==> src/rtl/ufm_csr_seq.sv <==
// Erase-and-reprogram sequencer for one UFM sector through the on-chip flash CSR port:
// unprotect, erase with status polling, hand off to the data writer, then re-protect.
module ufm_csr_seq #(
  parameter logic [23:0] POLL_LIMIT = 24'd12_000_000,
  parameter logic [31:0] CTRL_IDLE  = 32'hFFFF_FFFF
) (
  input  logic        clk,
  input  logic        rst,
  input  logic        start,
  input  logic [2:0]  sector,
  output logic        csr_addr,
  output logic        csr_read,
  output logic        csr_write,
  output logic [31:0] csr_writedata,
  input  logic [31:0] csr_readdata,
  output logic        write_go,
  input  logic        write_done,
  output logic        busy,
  output logic        done,
  output logic        err,
  output logic [1:0]  err_code
);

  typedef enum logic [3:0] {
    IDLE, UNPROT, ERASE, E_RD, E_CHK, WR, PROT, DONE, ERR_PROT
  } state_t;

  state_t      state, state_n;
  logic [23:0] poll_cnt, poll_cnt_n, cnt_inc;
  logic [2:0]  sector_q, sector_n;
  logic        err_q, err_n;
  logic [1:0]  err_code_q, err_code_n;
  logic [31:0] unprot_word, erase_word;
  logic        unused_rd_bits;

  // Only the busy field and the erase-success bit of the status word matter here.
  assign unused_rd_bits = ^{csr_readdata[31:5], csr_readdata[3:2]};

  assign cnt_inc     = (poll_cnt == 24'hFF_FFFF) ? poll_cnt : poll_cnt + 24'd1;
  assign unprot_word = CTRL_IDLE & ~(32'd1 << (5'd22 + {2'b00, sector_q}));
  assign erase_word  = {unprot_word[31:23], sector_q, unprot_word[19:0]};

  assign err      = err_q;
  assign err_code = err_code_q;

  always_ff @(posedge clk) begin
    if (rst) begin
      state      <= IDLE;
      poll_cnt   <= '0;
      sector_q   <= '0;
      err_q      <= 1'b0;
      err_code_q <= 2'b00;
    end else begin
      state      <= state_n;
      poll_cnt   <= poll_cnt_n;
      sector_q   <= sector_n;
      err_q      <= err_n;
      err_code_q <= err_code_n;
    end
  end

  always_comb begin
    state_n       = state;
    poll_cnt_n    = poll_cnt;
    sector_n      = sector_q;
    err_n         = err_q;
    err_code_n    = err_code_q;
    csr_addr      = 1'b0;
    csr_read      = 1'b0;
    csr_write     = 1'b0;
    csr_writedata = CTRL_IDLE;
    write_go      = 1'b0;
    done          = 1'b0;
    busy          = 1'b1;

    case (state)
      IDLE: begin
        busy = 1'b0;
        if (start) begin
          if (sector >= 3'd1 && sector <= 3'd5) begin
            sector_n   = sector;
            err_n      = 1'b0;
            err_code_n = 2'b00;
            state_n    = UNPROT;
          end else begin
            err_n      = 1'b1;
            err_code_n = 2'b01;
          end
        end
      end
      UNPROT: begin
        csr_write     = 1'b1;
        csr_addr      = 1'b1;
        csr_writedata = unprot_word;
        state_n       = ERASE;
      end
      ERASE: begin
        csr_write     = 1'b1;
        csr_addr      = 1'b1;
        csr_writedata = erase_word;
        poll_cnt_n    = '0;
        state_n       = E_RD;
      end
      E_RD: begin
        csr_read   = 1'b1;
        poll_cnt_n = cnt_inc;
        state_n    = E_CHK;
      end
      // A still-busy status only times out once the read budget is spent.
      E_CHK: begin
        if (csr_readdata[1:0] != 2'b00) begin
          if (poll_cnt >= POLL_LIMIT) begin
            err_n      = 1'b1;
            err_code_n = 2'b11;
            state_n    = ERR_PROT;
          end else begin
            state_n = E_RD;
          end
        end else if (csr_readdata[4]) begin
          poll_cnt_n = '0;
          state_n    = WR;
        end else begin
          err_n      = 1'b1;
          err_code_n = 2'b10;
          state_n    = ERR_PROT;
        end
      end
      WR: begin
        write_go   = 1'b1;
        poll_cnt_n = cnt_inc;
        if (write_done) begin
          state_n = PROT;
        end else if (cnt_inc >= POLL_LIMIT) begin
          err_n      = 1'b1;
          err_code_n = 2'b11;
          state_n    = ERR_PROT;
        end
      end
      PROT: begin
        csr_write = 1'b1;
        csr_addr  = 1'b1;
        state_n   = DONE;
      end
      DONE: begin
        done    = 1'b1;
        busy    = 1'b0;
        state_n = IDLE;
      end
      ERR_PROT: begin
        csr_write = 1'b1;
        csr_addr  = 1'b1;
        state_n   = IDLE;
      end
      default: state_n = IDLE;
    endcase
  end

endmodule

==> config.mk <==
export PLATFORM = sky130hd
export DESIGN_NAME = ufm_csr_seq
export DESIGN_NICKNAME = d
export VERILOG_FILES = /design/src/rtl/ufm_csr_seq.sv
export SDC_FILE = /design/constraint.sdc
export NUM_CORES = 1
export LEC_CHECK = 0
export BUFFER_PORTS_ARGS = -buffer_cell sky130_fd_sc_hd__buf_4
export CAP_MARGIN = 20
export CELL_PAD_IN_SITES_DETAIL_PLACEMENT = 0
export CELL_PAD_IN_SITES_GLOBAL_PLACEMENT = 2
export CORE_AREA = 2 2 105 107
export DETAILED_ROUTE_END_ITERATION = 10
export DIE_AREA = 0 0 107 109
export MAX_ROUTING_LAYER = met4
export PLACE_DENSITY_LB_ADDON = 0.1
export SLEW_MARGIN = 20
export SYNTH_ARGS = -nofsm -noshare
export SYNTH_HDL_FRONTEND = slang
export SYNTH_SLANG_ARGS = --single-unit
export TNS_END_PERCENT = 30
==> constraint.sdc <==
create_clock -name clk -period 2.1 [get_ports clk]
set_input_delay 0 -clock clk [delete_from_list [all_inputs] [get_ports clk]]
set_output_delay 0 -clock clk [all_outputs]
set_load 0.03 [all_outputs]
# Yosys cells after proc, flatten, opt, wreduce, memory -nomap -nowiden
# Index checks and enable logic that the tools add are counted.
# Widths: inputs -> output; s select.
# op_classes
reduce_logical	12
order_cmp	4
bitwise	1
addsub	2
eq_ne	18
mux	34
n_shift	1
# ops
op	n
$mux 24	3
$pmux 24 s3	1
$pmux 32 s2	1
$ge 24x24->1 const B	2
$not 32->32	1
$shl 1x5->32 const A	1
$mux 4	7
$pmux 4 s7	1
$add 24x1->24 const B	1
$eq 24x24->1 const B	1
$eq 4x3->1 const B	4
$mux 1	13
$mux 2	6
$ne 2x2->1 const B	6
$ne 3x3->1 const B	3
$reduce_and 3->1	3
$eq 4x2->1 const B	2
$pmux 2 s3	1
$reduce_and 6->1	1
$reduce_bool 3->1	2
$add 5x3->5 const A	1
$eq 4x1->1 const B	1
$eq 4x4->1 const B	1
$logic_not 4->1	1
other kinds (7)	8
# totals
wordCells	77
ff_bits	34
inputBits	39
out_inout_bits	41

# Logic depth before layout (Yosys ltp)
# Gate-level depths: netlist of the first run.
# depth
word_depth	6
depth_mapped	10
depth_no_buf	9

# Worst setup path after synthesis of the first run
# Ideal clock, no wire load.
# synth_path
path_kind	register to register
start	register poll_cnt[14]
end	register state[2]
stages_incl_launch_ff	10
n_path_buf	1
t_required_ns	1.983
arrival_ns	2.242
setup_slack_ns	-0.259
setup_time_ns	0.117
period_less_slack_ns	2.359
cell_sequence	dfxtp_1 > buf_4 > nand4_2 > or4_4 > a2111oi_4 > xor2_2 > o21ai_2 > o2bb2ai_1 > nor2_1 > a22o_1
# synth_between
elab_chain_cells	5
word_cells_on_any_way	6
classes_between	add/sub: 1; order compare: 1; eq/ne: 2; mux: 1; reduce/logical: 1
# synth_lines
item	line_no	text
start: declaration	29	logic [23:0] poll_cnt, poll_cnt_n, cnt_inc;
start signal: assignment	55	poll_cnt <= poll_cnt_n;
$add 24x1->24 / $eq 24x24->1 (equally long branches)	39	assign cnt_inc = (poll_cnt == 24'hFF_FFFF) ? poll_cnt : poll_cnt + 24'd1;
$mux 24 *	39	
$ge 24x24->1 *	133	end else if (cnt_inc >= POLL_LIMIT) begin
$ne 3x3->1 (no line) *	n/a	
$reduce_and 3->1 (no line) *	n/a	
end signal: assignment	54	state <= state_n;
end: declaration	28	state_t state, state_n;
# Every way passes the cells marked *; elsewhere a longest branch is shown, timed or not.
# A chain may end at the register's enable or synchronous reset.

# Worst setup path in the final report of the first run
# layout_path
start	register poll_cnt[4]
end	register state[2]
# The elaborated chain is that of the path after synthesis.

==> flow_summary.json, run 1 <==
{
  "cts_buffer_depth": 2,
  "cp-endpoint": "state[2]",
  "async_flop_share_pct": 0,
  "place.gp.congestion": 0.7850,
  "port_buffers": 34,
  "grt_pass1_vias": 2651,
  "coreArea_um2": 10600,
  "grt_usage_pct": 14.74,
  "synth-edff-count": 0,
  "die-area_um2": 11660,
  "period_needed_ns": 2.247,
  "yosysSeqAreaShare_pct": 26.39,
  "grt_start_max_net_pins": 23,
  "numCtsBuffers": 5,
  "fin_nets": 502,
  "cts.sinks": 34,
  "setup_slack_ns": -0.1470,
  "dp_slack_ns": -0.3089,
  "drt_iter0_drc": 86,
  "synth_cell_type_count": 55,
  "required_ns": 2.29,
  "num_vias": 2837,
  "clock_skew_ns": 0.01015,
  "timing.final.max_slew_violations": 0,
  "grt_pass1_wl_mm": 13.17,
  "htreeDepth": 2,
  "post-route-period-util_pct": 107.0,
  "cts_tree": "done",
  "final_common_cell": "buf_4",
  "antenna_cells": 0,
  "netlist_area_um2": 2579,
  "layout-drive-gt1-share_pct": 40.13,
  "crit_start": "poll_cnt[4]",
  "power_density_nw_per_um2": 410.5,
  "ant_nets": 0,
  "setup_viol": 6,
  "insertion_delay_ns": 0.29,
  "cp_max_fo": 5,
  "end_kind": "flip-flop",
  "synth_warnings": 0,
  "syn_inst": 351,
  "irDropWorstVdd_v": 0.0002039,
  "ys_ff_latch": 34,
  "vias_per_cell": 4.720,
  "r2r-end": "state[2]",
  "placed_cells_incl_taps": 583,
  "ff2ff_path_depth": 8,
  "multi_input_area_um2": 1847,
  "routedWlPerCell_um": 13.76,
  "total_power_w": 0.001574,
  "worstSetupPathType": "reg -> reg",
  "hold_viol": 0,
  "area_delta_synth_final_pct": 48.67,
  "dieWidth_um": 107,
  "dp_hpwl_mm": 6.491,
  "drc": 0,
  "reg2reg_from": "poll_cnt[4]",
  "rrSetupSlack_ns": -0.15,
  "cts_root_buf": "clkbuf_8",
  "post_synth.cell_area_avg_um2": 7.347,
  "fillCellCount": 1138,
  "grt_setup_unrepaired": "yes",
  "timing.fmax_mhz": 445.0,
  "ios": 80,
  "row_count": 38,
  "die_h_um": 109,
  "path_clk_slew_ns": 0.08,
  "layout_common_cells": "buf_4 (122), nor2_1 (45), nand2_1 (38)",
  "violations": "negative setup slack",
  "wl_mm": 8.268,
  "seq_area_um2": 713.2,
  "firstDrtPassIters": 4,
  "cellLeakagePower_nw": 1.562,
  "hp-class": "in -> reg",
  "cp-start-kind": "flip-flop",
  "final_cells": 601,
  "status": "finished with violations",
  "start_util_pct": 24.32,
  "ys_dominant_reg_cell": "dfxtp_1",
  "antenna_found_initial": 0,
  "cap_violations": 0,
  "grt-ovfl-total": 0,
  "arrival_ns": 2.44
}
area by class of cell:
class / instances / area share, %
multi-input cells: 285 / 48.17
repair buffers: 126 / 25.49
flip-flops and latches: 34 / 18.60
well taps: 140 / 4.569
clock buffers: 7 / 2.252
inverters: 8 / 0.7833
clock inverters: 1 / 0.1305
kinds of logic (layout without fill, tap and decap cells):
group           after synthesis  after routing  share of synthesized area, %
flops                        34             34                         26.39
fa+ha+maj                     3              3                         1.456
compound gates               91             91                         23.97
mux                           2              2                        0.7764
simple gates                158            158                         31.93
buf+inv                      47            142                         9.947
xor+xnor                     15             15                         5.386
other cells                   1             16                        0.1454
metrics by stage:
step                TNS [ns]  cell area (um^2)  hold WS, ns  utilization [%]
finish               -0.5043              3834      0.05007            36.16
global route          -1.220              3834      0.07986            36.16
CTS                  -0.5260              3717      0.03257            35.06
detailed placement    -1.294              3526       0.2845            33.25
global placement      -1.024              3526       0.2690            33.25
floorplan            -0.4826              2703       0.1439                -
cell usage after synthesis, types with 3 or more instances:
library cell	number	area [um^2]
a41oi_1	3	26.28
and3_1	3	18.77
nand4_1	6	37.54
xnor2_1	11	96.34
nand2b_1	4	25.02
nand3b_1	4	30.03
a31oi_1	4	25.02
and2_1	3	18.77
nor2_1	46	172.7
a311oi_1	7	61.31
o21ai_0	21	105.1
nand4_2	4	50.05
nand2_1	38	142.6
or2_2	5	31.28
dfxtp_1	34	680.7
nand3_1	14	70.07
a21o_1	3	22.52
a211oi_1	4	30.03
nor2b_1	7	43.79
a21oi_1	24	120.1
buf_4	19	142.6
clkbuf_1	13	48.80
inv_1	8	30.03
buf_2	7	35.03
o211ai_1	4	30.03
nor3b_1	6	45.04
ha_1	3	37.54
nor4_1	4	25.02
nor3_1	6	30.03
xor2_1	3	26.28
worst min path at each step:
stage,to,slack [ns],cells past startpoint,from
2_1_floorplan,sector_q[1],0.14,2,sector[1]
3_3_place_gp,sector_q[1],0.27,3,sector[1]
3_5_place_dp,sector_q[1],0.28,3,sector[1]
4_1_cts,state[3],0.03,4,write_done
5_1_grt,poll_cnt[23],0.08,2,rst
6_report,state[3],0.05,4,write_done
registers in the layout, summed over array words and instances, names as in the netlist:
signal and count:
sector_q 3, state 4, err_code 2, poll_cnt 24
err 1
report_power, final:
part / switching [W] / internal, W / leakage (nW)
Combinational: 0.000234 / 0.000144 / 1.23
Clock: 0.000262 / 0.000265 / 0.0482
Sequential: 0.0000135 / 0.000655 / 0.286
Total: 0.000510 / 0.00106 / 1.56
worst max-delay path: stages, from the launching register on:
cell and delay, ns:
dfxtp_2 0.36, nand4_4 0.13, or4_4 0.59, a2111oi_4 0.25, xor2_2 0.21, o21ai_2 0.12, o2bb2ai_2 0.20, nor2_4 0.08
a22o_1 0.21
metal layers:
metal | global-route usage, % | wire length [um]
met1 | 17.51 | 3794
met2 | 26.34 | 4152
met3 | 2.391 | 263
met4 | 3.154 | 57
met5 | - | 0
what timing repair did:
| item | CTS | global route |
|---|---|---|
| pin swaps | 4 | 7 |
| gates resized for setup | 21 | 20 |
| endpoints found under the setup margin | 12 | 20 |
| endpoints found under the hold margin | 2 | 0 |
| hold buffers | 1 | 0 |
| setup buffers | 2 | 7 |
Note: power is estimated with default switching activity, not from simulation.
==> run 2: changes to the inputs <==
Settings changed: SKIP_LAST_GASP set to 1.
==> run 2 against run 1 <==
Effect of this change: critical path type unchanged; the flow still finishes with violations (negative setup slack); clock-buffer cell count did not move; sequential share of layout area rose by 0.14 points; sequential power barely moved; largest power group unchanged; via count fell by 0.11%; core utilization fell by 0.27 points; global-route usage barely moved; flip-flop and latch count did not move; maximum frequency rose by 0.50%.
==> flow_summary.json, run 2 (synthesis gave the netlist of run 1 again) <==
{
  "status": "finished with violations",
  "violations": "negative setup slack",
  "cts_tree": "done",
  "firstDrtPassIters": 4,
  "crit_path_max_incr_delay_ns": 0.59,
  "power_density_nw_per_um2": 412.5,
  "reg_top3": "poll_cnt (24), state (4), sector_q (3)",
  "die_h_um": 109,
  "clock_skew_ns": 0.01012,
  "total_power_w": 0.001569,
  "num_vias": 2834,
  "fillCellCount": 1137,
  "seq_area_um2": 713.2,
  "final_area_um2": 3805,
  "cts_buffer_depth": 2,
  "dpl_cell_area_um2": 3526,
  "port_buffers": 34,
  "required_ns": 2.29,
  "ant_nets": 0,
  "layout_common_cells": "buf_4 (121), nor2_1 (45), nand2_1 (38)",
  "period_needed_ns": 2.236,
  "rrSetupSlack_ns": -0.14,
  "path_clk_slew_ns": 0.08,
  "end_kind": "flip-flop",
  "htreeDepth": 2,
  "crit_path_cell_trace": "nand4_4 > or4_4 > a2111oi_4 > xor2_2 > o21ai_2 > o2bb2ai_2 > nor2_4 > a22o_1",
  "place.gp.congestion": 0.7850,
  "min_path_cells": 4,
  "ff2ff_path_depth": 8,
  "die-area_um2": 11660,
  "hp-start": "write_done",
  "post-route-period-util_pct": 106.5,
  "antenna_cells": 0,
  "cts.sinks": 34,
  "ios": 80,
  "hp-class": "in -> reg",
  "placed_cells_incl_taps": 583,
  "fin_setup_tns_ns": -0.5126,
  "grt_usage_pct": 14.72,
  "multi_input_area_um2": 1826,
  "hold_viol": 0,
  "reg2reg_from": "poll_cnt[4]",
  "cp-start-kind": "flip-flop",
  "insertion_delay_ns": 0.29,
  "setup_viol": 10,
  "grt_start_max_net_pins": 23,
  "r2r-end": "state[2]",
  "holdPathEnd": "state[3]",
  "start_util_pct": 24.32,
  "largest-register": "poll_cnt",
  "dieWidth_um": 107,
  "grt_setup_unrepaired": "yes",
  "routedWlPerCell_um": 13.75,
  "fin_nets": 501,
  "setup_slack_ns": -0.1359,
  "dp_hpwl_mm": 6.491,
  "largest_reg_flops": 24,
  "final_common_cell": "buf_4",
  "worstSetupPathType": "reg -> reg",
  "cp_max_fo": 5,
  "layout-drive-gt1-share_pct": 39.13,
  "grt-ovfl-total": 0,
  "cts_root_buf": "clkbuf_8",
  "row_count": 38,
  "drt_iter0_drc": 97,
  "timing.final.max_slew_violations": 0,
  "numCtsBuffers": 5,
  "cpMaxStageDelayCell": "or4_4",
  "cellLeakagePower_nw": 1.551,
  "grt_pass1_wl_mm": 13.14,
  "cap_violations": 0,
  "area_delta_synth_final_pct": 47.55,
  "grt_pass1_vias": 2643,
  "vias_per_cell": 4.723,
  "irDropWorstVdd_v": 0.0002037,
  "final_cells": 600,
  "arrival_ns": 2.42,
  "coreArea_um2": 10600,
  "drc": 0,
  "antenna_found_initial": 0,
  "timing.fmax_mhz": 447.3,
  "wl_mm": 8.249
}
## run 2: cell count changes in the layout (fill, tap and decap cells not counted), sizes merged
cell / previous run / this run
buf: 125 / 124
## run 2: repair_timing
item,CTS,global route
gates resized for setup,18,18
endpoints found under the setup margin,12,19
endpoints found under the hold margin,2,0
pin swaps,4,6
buffers inserted,2,6
hold buffers,1,0
## run 2: cell type report
| class | instances | share of cell area [%] |
|---|---|---|
| clock buffers | 7 | 2.269 |
| clock inverters | 1 | 0.1315 |
| inverters | 8 | 0.7892 |
| multi-input cells | 285 | 47.98 |
| flip-flops and latches | 34 | 18.74 |
| well taps | 140 | 4.604 |
| repair buffers | 125 | 25.49 |
## run 2: metal layers
metal / GRT usage, % / wire length [um] / vias to the layer above
met1: 17.47 / 3803 / 1340
met5: - / 0 / -
met4: 3.154 / 57 / 0
li1: - / - / 1435
met2: 26.30 / 4137 / 53
met3: 2.391 / 250 / 6
## run 2: worst max path at each step
stage / startpoint / end
6_report: poll_cnt[4] / state[2]
5_1_grt: poll_cnt[19] / state[2]
4_1_cts: poll_cnt[6] / state[2]
3_5_place_dp: poll_cnt[6] / state[2]
3_3_place_gp: poll_cnt[6] / state[2]
2_1_floorplan: poll_cnt[10] / state[2]
## run 2: where the power goes
part / switching (W) / leakage, nW / internal [W]
sequential: 0.0000134 / 0.286 / 0.000655
combinational: 0.000233 / 1.22 / 0.000141
clock: 0.000261 / 0.0482 / 0.000265
total: 0.000508 / 1.55 / 0.00106
## run 2: critical path, delay by kind of cell, from the launching register on
family	cells	cell delay [ns]
xor gates and xnor gates	1	0.21
and+or+nand+nor	3	0.80
AOI/OAI and AO/OA	4	0.77
DFF	1	0.36
## run 2: stage by stage
stage / utilization (%) / hold slack [ns] / setup WS, ns
after global routing: 35.89 / 0.07986 / -0.2562
after detailed placement: 33.25 / 0.2845 / -0.3089
after CTS: 34.82 / 0.03257 / -0.1716
after global placement: 33.25 / 0.2690 / -0.1983
final: 35.89 / 0.04184 / -0.1359
after floorplan: - / 0.1439 / -0.1278
